**src/rtl/multi_session_manager.sv**
```systemverilog
// Per-host FIX session sequencing with heartbeat timers, prioritised event intake
// and a small outbound request FIFO feeding create_message.
module multi_session_manager #(
  parameter int HOST_AW   = 3,
  parameter int HB_CYCLES = 1000,
  parameter int REQ_DEPTH = 4
) (
  input  logic               clk,
  input  logic               rst,
  input  logic               connected_i,
  input  logic [HOST_AW-1:0] connected_host_i,
  input  logic               initiator_i,
  input  logic               new_message_i,
  input  logic [HOST_AW-1:0] msg_host_i,
  input  logic [3:0]         type_i,
  input  logic [3:0]         validity_i,
  input  logic               end_session_i,
  input  logic [HOST_AW-1:0] end_host_i,
  input  logic               resend_done_i,
  input  logic [HOST_AW-1:0] resend_done_host_i,
  output logic               conn_ready_o,
  output logic               msg_ready_o,
  output logic               end_ready_o,
  output logic               done_ready_o,
  output logic               req_valid_o,
  output logic [3:0]         req_type_o,
  output logic [HOST_AW-1:0] req_host_o,
  input  logic               req_ready_i,
  output logic               disconnect_o,
  output logic [HOST_AW-1:0] disconnect_host_o,
  output logic               ignore_o,
  output logic               update_seq_o,
  output logic [HOST_AW-1:0] update_seq_host_o,
  output logic               resend_o,
  output logic [HOST_AW-1:0] resend_host_o,
  input  logic [HOST_AW-1:0] state_host_i,
  output logic [2:0]         state_o
);

  localparam int NH = 1 << HOST_AW;
  localparam int TW = $clog2(HB_CYCLES + 1);
  localparam int PW = $clog2(REQ_DEPTH);
  localparam int CW = PW + 1;

  localparam logic [3:0] T_LOGON     = 4'd0;
  localparam logic [3:0] T_LOGOUT    = 4'd1;
  localparam logic [3:0] T_HEARTBEAT = 4'd2;
  localparam logic [3:0] T_RESENDREQ = 4'd3;
  localparam logic [3:0] T_GAPFILL   = 4'd4;
  localparam logic [3:0] T_RESET     = 4'd5;

  localparam logic [3:0] V_VALID   = 4'd0;
  localparam logic [3:0] V_GARBLED = 4'd1;
  localparam logic [3:0] V_SEQH    = 4'd2;
  localparam logic [3:0] V_SEQL    = 4'd3;
  localparam logic [3:0] V_INVALID = 4'd4;

  typedef enum logic [2:0] {
    S_DISC          = 3'd0,
    S_CONN          = 3'd1,
    S_LOGON_SENT    = 3'd2,
    S_NORMAL        = 3'd3,
    S_SENT_HB       = 3'd4,
    S_LOGOUT_SENT   = 3'd5,
    S_SENT_RESEND   = 3'd6,
    S_RESEND_LOGOUT = 3'd7
  } state_t;

  state_t             r_state [NH];
  logic [TW-1:0]      r_timer [NH];
  logic [NH-1:0]      r_exp;
  logic [HOST_AW-1:0] r_ptr;
  logic               r_run;
  logic [3:0]         r_fifo_type [REQ_DEPTH];
  logic [HOST_AW-1:0] r_fifo_host [REQ_DEPTH];
  logic [PW-1:0]      r_wp;
  logic [PW-1:0]      r_rp;
  logic [CW-1:0]      r_cnt;
  logic               r_req_valid;
  logic               r_disc;
  logic               r_ign;
  logic               r_upd;
  logic               r_rsd;
  logic [HOST_AW-1:0] r_evt_host;
  logic [2:0]         r_state_o;

  logic               w_space;
  logic               w_acc_conn;
  logic               w_acc_msg;
  logic               w_acc_end;
  logic               w_acc_done;
  logic               w_any_acc;
  logic               w_svc;
  logic               w_touch;
  logic [HOST_AW-1:0] w_host;
  state_t             w_cur;
  state_t             w_nstate;
  logic               w_push;
  logic [3:0]         w_ptype;
  logic               w_disc;
  logic               w_ign;
  logic               w_upd;
  logic               w_rsd;
  logic               w_pop;
  logic [CW-1:0]      w_cnt_n;
  logic               w_ok;
  logic               w_seqh;
  logic               w_bad;

  // Readys need only a free slot; lower-priority sources are masked by any higher pending valid.
  assign w_space      = r_run && (r_cnt != CW'(REQ_DEPTH));
  assign conn_ready_o = w_space;
  assign msg_ready_o  = w_space & ~connected_i;
  assign end_ready_o  = w_space & ~connected_i & ~new_message_i;
  assign done_ready_o = w_space & ~connected_i & ~new_message_i & ~end_session_i;

  assign w_acc_conn = connected_i & conn_ready_o;
  assign w_acc_msg  = new_message_i & msg_ready_o;
  assign w_acc_end  = end_session_i & end_ready_o;
  assign w_acc_done = resend_done_i & done_ready_o;
  assign w_any_acc  = w_acc_conn | w_acc_msg | w_acc_end | w_acc_done;
  assign w_svc      = ~w_any_acc & w_space & r_exp[r_ptr];
  assign w_touch    = w_any_acc | w_svc;

  assign w_ok   = (validity_i == V_VALID);
  assign w_seqh = (validity_i == V_SEQH);
  assign w_bad  = (validity_i == V_SEQL) || (validity_i == V_INVALID);

  always_comb begin
    w_host = r_ptr;
    if (w_acc_conn)      w_host = connected_host_i;
    else if (w_acc_msg)  w_host = msg_host_i;
    else if (w_acc_end)  w_host = end_host_i;
    else if (w_acc_done) w_host = resend_done_host_i;
  end

  always_comb begin
    w_cur    = r_state[w_host];
    w_nstate = w_cur;
    w_push   = 1'b0;
    w_ptype  = T_HEARTBEAT;
    w_disc   = 1'b0;
    w_ign    = 1'b0;
    w_upd    = 1'b0;
    w_rsd    = 1'b0;
    if (w_acc_conn) begin
      if (initiator_i) begin
        w_push   = 1'b1;
        w_ptype  = T_LOGON;
        w_nstate = S_LOGON_SENT;
      end else begin
        w_nstate = S_CONN;
      end
    end else if (w_acc_msg) begin
      if (w_cur == S_DISC) begin
        w_ign = 1'b1;
      end else if (w_bad) begin
        w_disc   = 1'b1;
        w_nstate = S_DISC;
      end else if (validity_i == V_GARBLED) begin
        w_ign = 1'b1;
      end else begin
        case (w_cur)
          S_CONN: begin
            if (type_i == T_LOGON && w_ok) begin
              w_push   = 1'b1;
              w_ptype  = T_LOGON;
              w_nstate = S_NORMAL;
            end else begin
              w_disc   = 1'b1;
              w_nstate = S_DISC;
            end
          end
          S_LOGON_SENT: begin
            if (type_i == T_LOGON && w_ok) begin
              w_nstate = S_NORMAL;
            end else if (type_i == T_LOGON && w_seqh) begin
              w_push   = 1'b1;
              w_ptype  = T_RESENDREQ;
              w_nstate = S_SENT_RESEND;
            end else begin
              w_disc   = 1'b1;
              w_nstate = S_DISC;
            end
          end
          S_NORMAL, S_SENT_HB: begin
            if (type_i == T_LOGOUT && w_seqh) begin
              w_push   = 1'b1;
              w_ptype  = T_RESENDREQ;
              w_nstate = S_RESEND_LOGOUT;
            end else if (type_i == T_LOGOUT && w_ok) begin
              w_push   = 1'b1;
              w_ptype  = T_LOGOUT;
              w_nstate = S_DISC;
            end else if (type_i == T_RESENDREQ) begin
              w_rsd    = 1'b1;
              w_nstate = S_NORMAL;
            end else if (w_seqh) begin
              w_push   = 1'b1;
              w_ptype  = T_RESENDREQ;
              w_nstate = S_SENT_RESEND;
            end else begin
              w_nstate = S_NORMAL;
            end
          end
          S_SENT_RESEND, S_RESEND_LOGOUT: begin
            if (type_i == T_GAPFILL || type_i == T_RESET) begin
              w_upd = 1'b1;
            end else if (w_seqh) begin
              w_push  = 1'b1;
              w_ptype = T_RESENDREQ;
            end
          end
          S_LOGOUT_SENT: begin
            if (type_i == T_LOGOUT) begin
              w_disc   = 1'b1;
              w_nstate = S_DISC;
            end else begin
              w_ign = 1'b1;
            end
          end
          default: ;
        endcase
      end
    end else if (w_acc_end) begin
      if (w_cur == S_NORMAL || w_cur == S_SENT_HB) begin
        w_push   = 1'b1;
        w_ptype  = T_LOGOUT;
        w_nstate = S_LOGOUT_SENT;
      end
    end else if (w_acc_done) begin
      if (w_cur == S_SENT_RESEND) begin
        w_nstate = S_NORMAL;
      end else if (w_cur == S_RESEND_LOGOUT) begin
        w_push   = 1'b1;
        w_ptype  = T_LOGOUT;
        w_nstate = S_LOGOUT_SENT;
      end
    end else if (w_svc) begin
      case (w_cur)
        S_CONN, S_LOGON_SENT, S_LOGOUT_SENT, S_SENT_HB: begin
          w_disc   = 1'b1;
          w_nstate = S_DISC;
        end
        S_NORMAL: begin
          w_push   = 1'b1;
          w_nstate = S_SENT_HB;
        end
        S_SENT_RESEND, S_RESEND_LOGOUT: w_push = 1'b1;
        default: ;
      endcase
    end
  end

  assign w_pop   = r_req_valid & req_ready_i;
  assign w_cnt_n = r_cnt + CW'(w_push) - CW'(w_pop);

  always_ff @(posedge clk) begin
    if (w_push) begin
      r_fifo_type[r_wp] <= w_ptype;
      r_fifo_host[r_wp] <= w_host;
    end
  end

  always_ff @(posedge clk or posedge rst) begin
    if (rst) begin
      for (int h = 0; h < NH; h++) begin
        r_state[h] <= S_DISC;
        r_timer[h] <= '0;
      end
      r_exp       <= '0;
      r_ptr       <= '0;
      r_run       <= 1'b0;
      r_wp        <= '0;
      r_rp        <= '0;
      r_cnt       <= '0;
      r_req_valid <= 1'b0;
      r_disc      <= 1'b0;
      r_ign       <= 1'b0;
      r_upd       <= 1'b0;
      r_rsd       <= 1'b0;
      r_evt_host  <= '0;
      r_state_o   <= '0;
    end else begin
      r_run <= 1'b1;
      // Down-counter per host: reload on activity, flag expiry at terminal count and hold at 0.
      for (int h = 0; h < NH; h++) begin
        if (w_touch && (HOST_AW'(h) == w_host)) begin
          r_state[h] <= w_nstate;
          r_timer[h] <= (w_nstate == S_DISC) ? '0 : TW'(HB_CYCLES);
          r_exp[h]   <= 1'b0;
        end else if (r_state[h] == S_DISC) begin
          r_timer[h] <= '0;
          r_exp[h]   <= 1'b0;
        end else if (r_timer[h] == TW'(1)) begin
          r_timer[h] <= '0;
          r_exp[h]   <= 1'b1;
        end else if (r_timer[h] != '0) begin
          r_timer[h] <= r_timer[h] - TW'(1);
        end
      end
      if (!w_any_acc) r_ptr <= r_ptr + HOST_AW'(1);
      if (w_push) r_wp <= r_wp + PW'(1);
      if (w_pop)  r_rp <= r_rp + PW'(1);
      r_cnt       <= w_cnt_n;
      r_req_valid <= (w_cnt_n != '0);
      r_disc      <= w_disc;
      r_ign       <= w_ign;
      r_upd       <= w_upd;
      r_rsd       <= w_rsd;
      r_evt_host  <= w_host;
      r_state_o   <= r_state[state_host_i];
    end
  end

  assign req_valid_o       = r_req_valid;
  assign req_type_o        = r_fifo_type[r_rp];
  assign req_host_o        = r_fifo_host[r_rp];
  assign disconnect_o      = r_disc;
  assign disconnect_host_o = r_evt_host;
  assign ignore_o          = r_ign;
  assign update_seq_o      = r_upd;
  assign update_seq_host_o = r_evt_host;
  assign resend_o          = r_rsd;
  assign resend_host_o     = r_evt_host;
  assign state_o           = r_state_o;

endmodule

```
**config.mk**
```make
export PLATFORM = sky130hd
export DESIGN_NAME = multi_session_manager
export DESIGN_NICKNAME = d
export VERILOG_FILES = /design/src/rtl/multi_session_manager.sv
export SDC_FILE = /design/constraint.sdc
export NUM_CORES = 1
export LEC_CHECK = 0
export CORE_MARGIN = 2
export CORE_UTILIZATION = 45
export CTS_CLUSTER_DIAMETER = 40
export DETAILED_ROUTE_END_ITERATION = 10
export SLEW_MARGIN = 10
export SYNTH_ARGS = -nofsm -noshare
export SYNTH_HDL_FRONTEND = slang
export SYNTH_SLANG_ARGS = --single-unit
```
**constraint.sdc**
```tcl
create_clock -name clk -period 13.6 [get_ports clk]
set_input_delay 3.4 -clock clk [delete_from_list [all_inputs] [get_ports clk]]
set_output_delay 3.4 -clock clk [all_outputs]
set_load 0.005 [all_outputs]
```
==> metrics.md <==
| Metric | Value |
|---|---|
| Combined area of the multi-input logic cells | 0.00431 mm^2 |
| Detailed-route DRC error count | 0 |
| P&R area growth vs syn | 14.1% |
| Switching power | between 0.001 and 0.0015 W |
| Total count of max-transition violations in the final report | 0 |
| Launching element type of the critical path | primary input |
| Post-synthesis instance total | between 800 and 900 |
| Leakage power summed over all cells | between 4 and 5 nW |
| Die width | 142 um |
| Hold violation total from the final report | 0 |
| Ant. Diodes | 0 |
| Power density over cell area | 256 mW/mm^2 |
| Worst voltage drop across the vdd grid | 113 uV |
| Commonest cells after routing, fill and taps aside | sky130_fd_sc_hd__dfrtp_1, sky130_fd_sc_hd__nand2_1, sky130_fd_sc_hd__nor2_1 |
| Net count, final | 977 |
| Path type of the worst min-delay path | reg -> reg |
| Number of enable-type register cells in the synthesized netlist | 20 |
| Max Clock Freq | between 100 and 150 MHz |
| Number of hold buffers added after CTS | 0 |
| Final routed wire length divided by cell count | 16.4 um |
| Power after layout | around 0.0025 W |
| RSZ-0062 raised after global routing | no |
| Global placer's final weighted congestion | 0.903 |
| Final critical-path required period | roughly 8.5 ns |
| Warnings, synthesis | 0 |
| Clock insertion delay at the later pin of the skew report | 0.43 ns |
| Required time at the endpoint of the critical path | 10.20 ns |
| Iter 0 DRT Violations | 373 |
| Overall fraction of global-route tracks in use | 20.0% |
| Clock transition at path regs | 0.06 ns |
| Wire length reported by the detailed router | roughly 19,000 um |
| Arrival time of the worst setup path | 5.06 ns |
| Io pins | 59 |
| Worst Path Max Fanout | 11 |
| Sequential Power Share | about a third |
| Quantity of I/O buffers inserted on ports | between 50 and 60 |
| Antenna violations before repair | 0 |
| First-pass GRT wire length | between 30,000 and 40,000 um |
| Largest net degree at the start of global routing | 73 |
| Sw Ratio | 43.3% |
| Share of total power in combinational logic | 49.9% |
| Final clock period utilization by the worst path | just over 60% |
| Clock buffers created by TritonCTS | 17 |
| Fill cell total of the finished layout | 1,701 |
| Clock power share | 18.2% |
| Post-synthesis area per instance | 9.79 um^2 |
| Async SR Flop Fraction | 87.0% |
| Initial core utilization | 45.9% |
| Total of endpoints with negative setup slack in the final report | 0 |
| Fraction of the yosys area taken by sequential cells | 45.9% |
| Bufs on Longest Clock Path | 2 |
| Average via count per standard cell | approximately 5.5 |
| P_int | 0.00143 W |
| Main flop type after synthesis | sky130_fd_sc_hd__dfrtp_1 |
| Clk root buf | sky130_fd_sc_hd__clkbuf_16 |
| Post-detailed-placement half-perimeter wirelength | 13,800 um |
| Number of H-tree levels | 4 |
| Worst slew slack as a fraction of its limit | 30.8% |
| Critical path class | in -> out |
| Leading cell type in the layout, fill and taps excluded | sky130_fd_sc_hd__dfrtp_1 |
| Critical path endpoint category | primary output |
| Worst clock skew on the final layout | slightly above 0.009 ns |
| Core area | roughly 0.019 mm^2 |
| Total Die Area | 0.0203 mm^2 |
| Vias post-DR | 6,450 |
| Fraction of final layout cells sized beyond drive strength 1 | between 9 and 10% |
| Run status | complete, no violations |
| FF+latch count, synth | approximately 150 |
| Buffers inserted during post-CTS setup optimization | 0 |
| CTS tree | built |
| Global route overflow | 0 |
| Die Y-Extent | ~140 um |
| Post-synthesis instance area | 0.00862 mm^2 |
| Sequential standard cell area | 0.00395 mm^2 |
| Count of standard-cell rows | 50 |
| Library cells used by synthesis | 77 |
| Number of detailed-routing iterations run before antenna repair | 5 |
| PostCTS Resize Cnt | 0 |
| Clock Sinks | 154 |
| Post-detailed-route count of antenna-violating nets | 0 |
| Slew @ Worst Pin | 1.02 ns |
| Vias in the first global route | about 6,200 |
| Total negative slack | 0 ns |
| Max-capacitance violation count | 0 |
[power groups by stage]
stage / Combinational [W] / Sequential [W] / Clock (W)
after floorplan: 0.00103 / 0.000753 / 0
after global placement: 0.00125 / 0.000811 / 0
after detailed placement: 0.00126 / 0.000811 / 0
after CTS: 0.00127 / 0.000804 / 0.000470
after global routing: 0.00142 / 0.000826 / 0.000490
final: 0.00126 / 0.000804 / 0.000458
[metrics by stage]
step / std cells / worst slack [ns] / hold WS, ns / cell area [um^2] / utilization, %
5_1_grt: 1169 / 4.85 / 0.572 / 9840 / 52.4
4_1_cts: 1169 / 5.17 / 0.522 / 9840 / 52.4
3_3_place_gp: 1137 / 4.89 / 0.493 / 9270 / 49.4
6_report: 1169 / 5.14 / 0.511 / 9840 / 52.4
3_5_place_dp: 1137 / 4.78 / 0.508 / 9270 / 49.4
2_1_floorplan: 882 / 6.00 / 0.457 / 8620 / -
[final timing paths]
path,startpoint,cells after the start,slack [ns],end
max in group asynchronous,rst,3,8.86,r_state[12]$_DFFE_PP0P_
worst max-delay path,connected_i,5,5.14,end_ready_o
worst min register to register,r_exp[5]$_DFFE_PP0P_,2,0.51,r_exp[5]$_DFFE_PP0P_
worst max register to register,r_cnt[1]$_DFF_PP0_,20,8.28,req_valid_o$_DFF_PP0_
worst min-delay path,r_exp[5]$_DFFE_PP0P_,2,0.51,r_exp[5]$_DFFE_PP0P_
min in group asynchronous,rst,2,3.42,r_timer[63]$_DFFE_PP0P_
[worst max-delay path, cell delays in order]
cell	delay, ns
sky130_fd_sc_hd__clkdlybuf4s50_1	0.59
sky130_fd_sc_hd__nor2_2	0.27
sky130_fd_sc_hd__nand2_1	0.13
sky130_fd_sc_hd__inv_1	0.13
sky130_fd_sc_hd__clkdlybuf4s50_1	0.53
[synth_stat cells (2+ instances only)]
cell	count	area, um^2
sky130_fd_sc_hd__o22ai_1	9	56.3
sky130_fd_sc_hd__a21boi_0	2	15.0
sky130_fd_sc_hd__buf_4	9	67.6
sky130_fd_sc_hd__a31oi_1	5	31.3
sky130_fd_sc_hd__nor4_1	17	106
sky130_fd_sc_hd__a311o_1	2	20.0
sky130_fd_sc_hd__mux2_2	18	203
sky130_fd_sc_hd__a22oi_1	4	30.0
sky130_fd_sc_hd__a211oi_1	5	37.5
sky130_fd_sc_hd__nand2_1	106	398
sky130_fd_sc_hd__or2_2	3	18.8
sky130_fd_sc_hd__clkbuf_1	15	56.3
sky130_fd_sc_hd__or3_1	7	43.8
sky130_fd_sc_hd__inv_1	34	128
sky130_fd_sc_hd__o221ai_1	3	26.3
sky130_fd_sc_hd__nor2_1	91	342
sky130_fd_sc_hd__xnor2_1	30	263
sky130_fd_sc_hd__o31ai_1	19	143
sky130_fd_sc_hd__mux2i_1	12	120
sky130_fd_sc_hd__edfxtp_1	20	601
sky130_fd_sc_hd__and3_1	7	43.8
sky130_fd_sc_hd__nand3_1	12	60.1
sky130_fd_sc_hd__buf_2	4	20.0
sky130_fd_sc_hd__ha_1	23	288
sky130_fd_sc_hd__and2_1	11	68.8
sky130_fd_sc_hd__o21a_1	8	60.1
sky130_fd_sc_hd__xor2_1	34	298
sky130_fd_sc_hd__o21ai_1	14	70.1
sky130_fd_sc_hd__nand3b_1	3	22.5
sky130_fd_sc_hd__nor2b_1	9	56.3
sky130_fd_sc_hd__a32oi_1	2	17.5
sky130_fd_sc_hd__nand2b_1	12	75.1
sky130_fd_sc_hd__a221oi_2	2	30.0
sky130_fd_sc_hd__o31a_1	2	17.5
sky130_fd_sc_hd__conb_1	2	7.51
sky130_fd_sc_hd__nor3_1	43	215
sky130_fd_sc_hd__a21oi_1	33	165
sky130_fd_sc_hd__o21ai_0	50	250
sky130_fd_sc_hd__dfrtp_1	134	3350
sky130_fd_sc_hd__or4_1	9	67.6
sky130_fd_sc_hd__buf_6	6	67.6
sky130_fd_sc_hd__mux4_2	13	293
sky130_fd_sc_hd__nor4b_1	2	17.5
sky130_fd_sc_hd__clkbuf_2	2	10.0
[flip-flops by register name (all words and copies together) (netlist names)]
name / count
disconnect_o: 1
resend_o: 1
r_rp: 2
r_state: 24
update_seq_o: 1
state_o: 3
r_timer: 80
r_wp: 2
r_run: 1
req_valid_o: 1
disconnect_host_o: 3
r_cnt: 3
r_fifo_host: 12
r_ptr: 3
r_fifo_type: 8
ignore_o: 1
r_exp: 8
[layer usage]
layer  wire length [um]  track usage, %  up-vias
met5                  0               0        -
met4                383            7.35        0
met1               9200            27.5     3064
li1                   -               -     3206
met2               8670            31.4      154
met3                942            4.24       26
[kinds of logic after synthesis]
family	after synthesis	synth area share [%]
mux	45	7.45
simple gates	342	18.8
xor+xnor	64	6.50
other cells	2	0.0871
fa+ha+maj	24	3.57
flops	154	45.9
buf+inv	73	4.21
compound gates	177	13.5
[cell type report]
type	instances	area share, %
Timing Repair Buffer	58	5.85
Inverter	36	1.45
Clock inverter	15	1.44
Tap cell	234	2.98
Multi-Input combinational cell	655	43.8
Clock buffer	17	4.32
Sequential cell	154	40.2
Power figures use the tool's default switching activity.
